File: src/rtl/eje03_iniciador.sv
// eje03_iniciador: request-side partner of the eje03 controller.
// Raises R toward eje03, waits for a_e, holds R for a programmable number of
// cycles, then waits for c. A start/done/err interface faces upper logic.
// A timeout guards both waits.
// Build option: define EJE03_CONTADOR_EN to enable the completed-transaction
// counter on txn_cnt. Without it, txn_cnt is tied to zero.
module eje03_iniciador #(
    parameter int LEN_W   = 4,
    parameter int TIMEOUT = 15,
    parameter int TO_W    = 4
) (
    input  logic             clk,
    input  logic             reset,
    input  logic             start,
    input  logic [LEN_W-1:0] len,
    input  logic             a_e,
    input  logic             c,
    output logic             R,
    output logic             busy,
    output logic             done,
    output logic             err,
    output logic [7:0]       txn_cnt
);

    typedef enum logic [2:0] {
        S_IDLE,
        S_REQ,
        S_HOLD,
        S_WAIT_C,
        S_DONE,
        S_ERR
    } state_t;

    // Value the timeout counter shows on the last permitted waiting cycle.
    localparam logic [TO_W-1:0] TO_LAST = TO_W'(TIMEOUT - 1);

    state_t           r_state;
    logic [LEN_W-1:0] r_len;
    logic [LEN_W-1:0] r_hold_cnt;
    logic [TO_W-1:0]  r_to_cnt;
    logic             r_req;
    logic             r_busy;
    logic             r_done;
    logic             r_err;

    state_t           w_state_nxt;
    logic [LEN_W-1:0] w_len_nxt;
    logic [LEN_W-1:0] w_hold_nxt;
    logic [TO_W-1:0]  w_to_nxt;

    // State, latched length and counters.
    // NOTE: sequential state uses non-blocking assignments so every register
    // samples the pre-edge values, independent of statement order.
    always_ff @(posedge clk or negedge reset) begin
        if (!reset) begin
            r_state    <= S_IDLE;
            r_len      <= '0;
            r_hold_cnt <= '0;
            r_to_cnt   <= '0;
        end else begin
            r_state    <= w_state_nxt;
            r_len      <= w_len_nxt;
            r_hold_cnt <= w_hold_nxt;
            r_to_cnt   <= w_to_nxt;
        end
    end

    // Next-state and counter update rules.
    // NOTE: every signal gets a default first, so no path can infer a latch.
    always_comb begin
        w_state_nxt = r_state;
        w_len_nxt   = r_len;
        w_hold_nxt  = r_hold_cnt;
        w_to_nxt    = r_to_cnt;
        unique case (r_state)
            S_IDLE: begin
                if (start) begin
                    w_state_nxt = S_REQ;
                    w_len_nxt   = len;
                    w_to_nxt    = '0;
                end
            end
            S_REQ: begin
                // Acknowledge beats the timeout when both land together.
                if (a_e) begin
                    w_to_nxt = '0;
                    if (r_len == '0) begin
                        w_state_nxt = S_WAIT_C;
                    end else begin
                        w_state_nxt = S_HOLD;
                        w_hold_nxt  = r_len;
                    end
                end else if (r_to_cnt == TO_LAST) begin
                    w_state_nxt = S_ERR;
                    w_to_nxt    = '0;
                end else begin
                    w_to_nxt = r_to_cnt + TO_W'(1);
                end
            end
            S_HOLD: begin
                // The last hold cycle is the one where the counter reads 1.
                if (r_hold_cnt <= LEN_W'(1)) begin
                    w_state_nxt = S_WAIT_C;
                    w_hold_nxt  = '0;
                    w_to_nxt    = '0;
                end else begin
                    w_hold_nxt = r_hold_cnt - LEN_W'(1);
                end
            end
            S_WAIT_C: begin
                // Completion beats the timeout when both land together.
                if (c) begin
                    w_state_nxt = S_DONE;
                    w_to_nxt    = '0;
                end else if (r_to_cnt == TO_LAST) begin
                    w_state_nxt = S_ERR;
                    w_to_nxt    = '0;
                end else begin
                    w_to_nxt = r_to_cnt + TO_W'(1);
                end
            end
            S_DONE, S_ERR: begin
                w_state_nxt = S_IDLE;
                w_to_nxt    = '0;
            end
            default: begin
                w_state_nxt = S_IDLE;
                w_to_nxt    = '0;
            end
        endcase
    end

    // Registered outputs, decoded from the state being entered.
    always_ff @(posedge clk or negedge reset) begin
        if (!reset) begin
            r_req  <= 1'b0;
            r_busy <= 1'b0;
            r_done <= 1'b0;
            r_err  <= 1'b0;
        end else begin
            r_req  <= (w_state_nxt == S_REQ) || (w_state_nxt == S_HOLD);
            r_busy <= (w_state_nxt != S_IDLE);
            r_done <= (w_state_nxt == S_DONE);
            r_err  <= (w_state_nxt == S_ERR);
        end
    end

    assign R    = r_req;
    assign busy = r_busy;
    assign done = r_done;
    assign err  = r_err;

`ifdef EJE03_CONTADOR_EN
    logic [7:0] r_txn_cnt;

    // Count each entry into DONE; wraps silently at 255.
    always_ff @(posedge clk or negedge reset) begin
        if (!reset) begin
            r_txn_cnt <= 8'd0;
        end else if (w_state_nxt == S_DONE) begin
            r_txn_cnt <= r_txn_cnt + 8'd1;
        end
    end

    assign txn_cnt = r_txn_cnt;
`else
    assign txn_cnt = 8'd0;
`endif

endmodule

File: config.mk
export PLATFORM = sky130hd
export DESIGN_NAME = eje03_iniciador
export DESIGN_NICKNAME = d
export VERILOG_FILES = /design/src/rtl/eje03_iniciador.sv
export SDC_FILE = /design/constraint.sdc
export NUM_CORES = 1
export LEC_CHECK = 0
export ABC_AREA = 1
export ABC_CLOCK_PERIOD_IN_PS = 1800
export CAP_MARGIN = 20
export CORE_MARGIN = 8
export CORE_UTILIZATION = 45
export CTS_BUF_LIST = sky130_fd_sc_hd__clkbuf_4
export DETAILED_ROUTE_END_ITERATION = 16
export PLACE_DENSITY_LB_ADDON = 0.2
export SYNTH_ARGS = -nofsm -noshare
export SYNTH_HDL_FRONTEND = slang
export SYNTH_SLANG_ARGS = --single-unit
File: constraint.sdc
create_clock -name clk -period 1.8 [get_ports clk]
set_input_delay 0.54 -clock clk [delete_from_list [all_inputs] [get_ports clk]]
set_output_delay 0.54 -clock clk [all_outputs]
set_load 0.05 [all_outputs]
# Word-level counts from Yosys, hierarchy flattened
# Index checks and enable logic that the tools add are counted.
[op_classes]
addsub = 2
n_lt_le_gt_ge = 1
n_eq_ne = 12
n_mux = 17
reduce_logical = 8
[ops]
columns = ["operator", "count"]
rows = [
  ["$mux 4", 8],
  ["$pmux 4 s4", 1],
  ["$mux 3", 5],
  ["$pmux 3 s4", 1],
  ["$eq 3x2->1 const B", 3],
  ["$ne 2x2->1 const B", 4],
  ["$pmux 4 s2", 1],
  ["$eq 3x1->1 const B", 2],
  ["$eq 3x3->1 const B", 2],
  ["$add 4x1->4 const B", 1],
  ["$eq 4x4->1 const B", 1],
  ["$le 4x1->1 const B", 1],
  ["$logic_not 4->1", 1],
  ["$reduce_and 2->1", 2],
  ["$sub 4x1->4 const B", 1],
  ["$logic_not 3->1", 1],
  ["$reduce_and 3->1", 1],
  ["$reduce_bool 3->1", 1],
  ["$reduce_bool 2->1", 1],
  ["$logic_or 1x1->1", 1],
  ["$mux 1", 1],
]
[totals]
reg_bits = 19
inputBits = 9
word_cells = 48

# Logic depth before layout (Yosys ltp)
# Gate-level depths: netlist of run 1.
[logic_depth]
word_depth = 6
depth_mapped = 11
depth_no_buf = 11

# Least setup slack after synthesis of run 1
# OpenSTA, ideal clock, no wires.
[synth_path]
path_type = "reg-to-reg"
startpoint = "reg r_hold_cnt[0]"
endpoint = "reg r_busy, in the netlist busy"
arrival_time_ns = 1.153
slack_ns = 0.523
stages_incl_launch_ff = 11
path_buffers = 0
period_less_slack_ns = 1.277
cell_sequence = "dfrtp_1 inv_1 ha_1 inv_1 nand2_1 nand2_1 nor2_2 nor2_4 nand3_4 nor2_1 nand2_1"
[synth_via]
elab_chain_cells = 4
[synth_rtl]
columns = ["item", "line_no", "rtl"]
rows = [
  ["from (decl)", "39", "logic [LEN_W-1:0] r_hold_cnt;"],
  ["from (signal assigned)", "63", "r_hold_cnt <= w_hold_nxt;"],
  ["$le 4x1->1", "102", "if (r_hold_cnt <= LEN_W'(1)) begin"],
  ["$mux 3", "102", ""],
  ["$pmux 3 s4", "75", "unique case (r_state)"],
  ["named net w_state_nxt[0]", "46", "state_t w_state_nxt;"],
  ["$reduce_bool 3->1", "142", "r_busy <= (w_state_nxt != S_IDLE);"],
  ["to (signal assigned)", "142", ""],
  ["to (decl)", "42", "logic r_busy;"],
]
# The timed path passes the listed nets, and every way through them passes these cells.
# A chain may end at the register's enable or synchronous reset.

# Final worst setup path of run 1
[layout_path]
startpoint = "in a_e"
endpoint = "reg r_err, in the netlist err"
[layout_via]
elab_chain_cells = 3
[layout_rtl]
columns = ["item", "line_no", "rtl"]
rows = [
  ["from (decl)", "16", "input logic a_e,"],
  ["$mux 3", "85", "if (a_e) begin"],
  ["$pmux 3 s4", "75", ""],
  ["named net w_state_nxt[2]", "46", ""],
  ["$eq 3x3->1", "144", "r_err <= (w_state_nxt == S_ERR);"],
  ["to (signal assigned)", "144", ""],
  ["to (decl)", "44", "logic r_err;"],
]
# The timed path passes the listed nets, and every way through them passes these cells.

==> results of run 1 <==
-- final timing paths --
check / startpoint / end / slack [ps] / cells after the start
worst max-delay path: a_e / err$_DFF_PN0_ / 370 / 8
worst min-delay path: r_hold_cnt[3]$_DFFE_PN0P_ / r_hold_cnt[3]$_DFFE_PN0P_ / 550 / 2
worst max register to register: r_hold_cnt[0]$_DFFE_PN0P_ / busy$_DFF_PN0_ / 380 / 10
worst min register to register: r_hold_cnt[3]$_DFFE_PN0P_ / r_hold_cnt[3]$_DFFE_PN0P_ / 550 / 2
max in group asynchronous: reset / r_hold_cnt[2]$_DFFE_PN0P_ / 1040 / 2
min in group asynchronous: reset / busy$_DFF_PN0_ / 560 / 2
-- layer usage --
| layer | track usage (%) | share of wire (%) | up-vias |
|---|---|---|---|
| met1 | 14.6 | 46 | 397 |
| met3 | 2.52 | 3.6 | 2 |
| met4 | 5.07 | 0.77 | 0 |
| li1 | - | - | 465 |
| met2 | 16.8 | 50 | 12 |
| met5 | 0 | 0 | - |
-- cell usage after synthesis --
| library cell | count | area, sq um |
|---|---|---|
| nand2_1 | 37 | 139 |
| dfrtp_1 | 19 | 475 |
| inv_1 | 19 | 71.3 |
| nand3_1 | 10 | 50.1 |
| buf_4 | 8 | 60.1 |
| o21ai_0 | 8 | 40.0 |
| nor2_1 | 5 | 18.8 |
| o21ai_1 | 5 | 25.0 |
| ha_1 | 4 | 50.1 |
| inv_2 | 3 | 11.3 |
| nand2_2 | 3 | 18.8 |
| nor2_2 | 3 | 18.8 |
| nor2_4 | 3 | 33.8 |
| nand3_4 | 2 | 35.0 |
| nand4_1 | 2 | 12.5 |
| o21ai_2 | 2 | 17.5 |
| xnor2_1 | 2 | 17.5 |
| a21oi_1 | 1 | 5.00 |
| a21oi_4 | 1 | 16.3 |
| and2_1 | 1 | 6.26 |
| conb_1 | 1 | 3.75 |
| nand3_2 | 1 | 10.0 |
| o22ai_1 | 1 | 6.26 |
| xor2_1 | 1 | 8.76 |
-- cell type report --
type	count	area [sq um]
clock buffer	3	22.5
tap	30	37.5
multi-input combinational	100	559
inverter	22	82.6
sequential	19	475
timing repair buffer	15	145
clock inverter	1	5.00
fill	258	1130
-- cell families (layout without fill, tap and decap cells) --
group | after synthesis | count (layout) | synth area share [%]
XOR/XNOR | 3 | 3 | 2.28
adder cells (fa/ha/maj) | 4 | 4 | 4.35
AND/OR/NAND/NOR | 67 | 67 | 29.8
flip-flops | 19 | 19 | 41.3
AO/OA/AOI/OAI | 18 | 18 | 9.57
other | 1 | 8 | 0.326
buffers and inverters | 30 | 41 | 12.4
-- flip-flops by register name (all words and copies together) (netlist names) --
register	flops
r_len	4
r_state	3
done	1
busy	1
r_hold_cnt	4
err	1
R	1
r_to_cnt	4
-- critical path, stage by stage --
cell	delay (ps)
clkdlybuf4s50_1	470
inv_1	60
nand3_2	80
inv_1	80
o21ai_1	210
inv_1	80
nand2_1	70
inv_1	30
-- power breakdown --
part           internal (mW)  leakage, nW  switching [mW]  total (mW)
Clock                 0.0826       0.0177           0.134       0.217
Sequential             0.585        0.244           0.133       0.718
Combinational          0.423        0.427           0.764        1.19
-- placed cells by master (no fill, tap or decap) --
cell / n
nand2_2: 3
a21oi_4: 1
inv_2: 3
nand3_2: 1
nand3_1: 10
o21ai_0: 8
nand3_4: 2
o22ai_1: 1
xor2_1: 1
xnor2_1: 2
a21oi_1: 1
nor2_2: 3
clkdlybuf4s50_1: 8
o21ai_2: 2
nand2_1: 37
buf_4: 6
dfrtp_1: 19
ha_1: 4
conb_1: 8
inv_1: 19
buf_12: 1
nand4_1: 2
clkinv_2: 1
nor2_4: 3
o21ai_1: 5
clkbuf_4: 3
and2_1: 1
nor2_1: 5
==> flow_summary_export.csv, run 1 <==
group,metric,value,unit
synthesis,ys_seq_elements,19,
timing,fin_hold_ws,548,ps
timing,hold_viol,0,
status,status,"finished, final reports clean",
synthesis,netlist_area,0.00115,sq mm
pwr,power.total,2.12,mW
layout,layout-drive-gt1-share,18.1,%
critical_path,crit_type,"in2reg",
timing,fin_setup_tns,0,ps
synthesis,seq_area_frac_synth,41.3,%
pwr,irDropWorstVdd,899,uV
clocking,cts_buffer_depth,2,
timing,finalCritPeriodShare,79.3,%
global_route,antenna_found_initial,0,
clocking,postCtsSetupBuffers,0,
layout,fin_cells,190,
global_route,grt.overflow.total,0,
min_path,hp-class,"reg2reg",
placed_design,placed_area,0.00130,sq mm
placed_design,hpwl,1780,um
clocking,clk_pin_slew_worst_paths,110,ps
timing,setup-violations-final,0,
die,placementRows,18,
synthesis,yosys_warnings,0,
timing,maxSlewViolCount,0,
critical_path,crit_fanout,3,
drt,dr.first_iter.drc_count,20,
timing,setup_ws,373,ps
clocking,cts_hold_buf,0,
clocking,numClockSinks,19,
die,start_util,46.9,%
global_route,grtUsageTotal,11.1,%
clocking,post_cts_resize_count,0,
critical_path,endpoint_kind,"register",
drt,wirelength,2200,um
synthesis,synth.avg_cell_area,8.11,sq um
global_route,grt_max_degree,20,
pwr,power.density,1600,mW/mm^2
drt,wl_per_cell,11.6,um
die,core,0.00245,sq mm
clocking,insertion_delay,290,ps
die,die-area,0.00443,sq mm
synthesis,synthCells,142,
clocking,cts-root-buf,"clkbuf_4",
critical_path,worst_ep_arrival_time,1630,ps
drt,drc_errors,0,
pwr,p_leak,0.689,nW
timing,fmax,0.701,GHz
synthesis,synth_cell_types,24,
die,die-height,66.6,um
layout,final_core_util,54.1,%
drt,vias,876,
clocking,htree_levels,1,
timing,finalCriticalPeriod,1430,ps
layout,syn2layout_area_growth,15.3,%
global_route,grt_pass1_wl,3880,um
clocking,cts_tree,"yes",
drt,ant_nets,0,
layout,layout.nets,174,
timing,fin_worst_skew,2.86,ps
placed_design,gp_congestion,0.908,
die,die_w,66.6,um
drt,detail_route.first_pass.iterations,4,
die,ios,21,
critical_path,required,2000,ps
drt,viasPerCell,4.61,
timing,rsz0062_at_grt,"false",
layout,stdcell_area,0.00133,sq mm
placed_design,port_buffers,12,
placed_design,place_inst,186,
clocking,numCtsBuffers,3,
layout,antenna_cells,0,
flow_run,max-cap-violations,0,
critical_path,cp-start-kind,"input pin",
placed_design,preCtsSetupSlack,50.9,ps
global_route,grt_pass1_vias,862,
Power figures use the tool's default switching activity.
==> run 2, diff against run 1 <==
- ABC_CLOCK_PERIOD_IN_PS: 1800 -> 1300
- clock period: 1.8 -> 1.3 ns (I/O delays scaled with it)
==> flow_summary_export.csv, run 2 (synthesis gave the netlist of run 1 again) <==
group,metric,value,unit
status,status,"complete, but fails checks",
status,violations,"setup timing",
global_route,grt_pass1_wl,4130,um
clocking,clk_pin_slew_worst_paths,110,ps
critical_path,cp-start-kind,"register",
critical_path,reg2reg_depth,8,
critical_path,crit_type,"reg2reg",
timing,setup_ws,-42.8,ps
global_route,grt_max_degree,20,
clocking,numClockSinks,19,
layout,final_common_cell,"nand2_1",
clocking,htree_levels,1,
layout,top_regs,"r_hold_cnt: 4 flops, r_len: 4 flops, r_to_cnt: 4 flops",
layout,fin_cells,207,
pwr,irDropWorstVdd,1790,uV
timing,hold_viol,0,
critical_path,required,1510,ps
layout,layout-drive-gt1-share,35.6,%
drt,detail_route.first_pass.iterations,4,
placed_design,port_buffers,12,
critical_path,path_common_cell,"inv_2",
min_path,hp-class,"in2async",
die,die_w,66.6,um
clocking,cts-root-buf,"clkbuf_4",
global_route,antenna_found_initial,0,
flow_run,max-cap-violations,0,
layout,seqCellArea,477,sq um
timing,fmax,0.745,GHz
die,core,0.00245,sq mm
die,die-area,0.00443,sq mm
timing,fin_worst_skew,6.04,ps
clocking,cts_hold_buf,0,
drt,wirelength,2490,um
global_route,grtUsageTotal,11.7,%
critical_path,slowest_delay,440,ps
layout,syn2layout_area_growth,38.8,%
drt,dr.first_iter.drc_count,39,
critical_path,rr_endpoint,"r_hold_cnt[0]$_DFFE_PN0P_",
drt,viasPerCell,4.77,
clocking,cts_buffer_depth,2,
layout,final_cell_mix,"nand2_1 (31), dfrtp_1 (18), inv_1 (17), buf_4 (17)",
pwr,p_leak,0.811,nW
timing,fin_hold_ws,423,ps
critical_path,crit_fanout,8,
layout,fillers,212,
pwr,power.density,2250,mW/mm^2
drt,wl_per_cell,12.0,um
critical_path,endpoint_kind,"register",
die,ios,21,
layout,stdcell_area,0.00160,sq mm
timing,setup-violations-final,8,
global_route,grt_pass1_vias,954,
placed_design,hpwl,1860,um
critical_path,critical-path-top-delay-family,"flip-flops",
critical_path,worst_ep_arrival_time,1550,ps
global_route,grt.overflow.total,0,
clocking,numCtsBuffers,3,
drt,ant_nets,0,
critical_path,reg2reg_slack,-40,ps
layout,multiInputGateArea,641,sq um
critical_path,reg2reg_from,"r_state[2]$_DFF_PN0_",
die,die-height,66.6,um
critical_path,crit_slowest_cell,"dfrtp_1",
placed_design,placed_area,0.00145,sq mm
placed_design,gp_congestion,0.864,
layout,layout.nets,191,
critical_path,cp_num_buf_inv,3,
timing,maxSlewViolCount,0,
placed_design,preCtsSetupSlack,-324,ps
critical_path,cp_cell_sequence,"inv_2, buf_4, nand3_4, inv_2, nand2_4, o21ai_1, nand2_1, o21ai_0",
drt,vias,988,
layout,antenna_cells,0,
timing,rsz0062_at_grt,"true",
die,placementRows,18,
drt,drc_errors,0,
clocking,insertion_delay,290,ps
timing,finalCritPeriodShare,103,%
timing,finalCriticalPeriod,1340,ps
clocking,cts_tree,"yes",
die,start_util,46.9,%
placed_design,place_inst,199,
[run 2: cell count changes in the layout (fill, tap and decap cells not counted), sizes merged]
cell,delta
clkinv,-1
clkbuf,+1
buf,+17
[run 2: report_power, final]
| group | leakage, nW | switching, mW | internal [mW] |
|---|---|---|---|
| sequential | 0.243 | 0.205 | 0.814 |
| clock | 0.0184 | 0.182 | 0.140 |
| combinational | 0.549 | 1.27 | 0.978 |
[run 2: worst reg2reg max path, stage by stage, from the launching register on]
cell	delay (ps)
dfrtp_1	440
inv_2	100
buf_4	120
nand3_4	140
inv_2	120
nand2_4	70
o21ai_1	120
nand2_1	60
o21ai_0	80
[run 2: worst max path at each step]
stage	cells after the start	endpoint	slack, ps	start
floorplan	10	busy$_DFF_PN0_	20	r_hold_cnt[0]$_DFFE_PN0P_
global placement	8	err$_DFF_PN0_	-270	a_e
detailed placement	8	err$_DFF_PN0_	-320	a_e
CTS	10	busy$_DFF_PN0_	-40	r_hold_cnt[0]$_DFFE_PN0P_
global route	10	busy$_DFF_PN0_	-140	r_hold_cnt[0]$_DFFE_PN0P_
finish	8	r_hold_cnt[0]$_DFFE_PN0P_	-40	r_state[2]$_DFF_PN0_
[run 2: what timing repair did]
item / 4_1_cts / 5_1_grt
setup endpoints to repair: 13 / 16
resized for setup: 9 / 20
pin swaps: 2 / 5
buffers inserted: 3 / 1
[run 2: routing by layer]
metal | GRT usage [%] | vias up | share of wire (%)
li1 | - | 500 | -
met5 | 0 | - | 0
met2 | 20.7 | 18 | 51
met1 | 13.8 | 468 | 43
met3 | 3.19 | 2 | 5.2
met4 | 2.40 | 0 | 0.76
[run 2: stage by stage]
step / TNS [ps] / util [%] / total power [mW]
after CTS: -77.8 / 62.3 / 3.39
final: -175 / 65.1 / 3.59
after floorplan: 0 / - / 2.26
after global routing: -1400 / 65.1 / 3.85
after global placement: -2890 / 59.0 / 2.89
after detailed placement: -3610 / 59.0 / 2.92
[run 2: area by class of cell]
cell class	instances	share of cell area, %
Clock buffer	4	1.88
Inverter	22	5.17
Tap cell	30	2.35
Multi-Input combinational cell	100	40.1
Sequential cell	19	29.8
Timing Repair Buffer	32	20.7
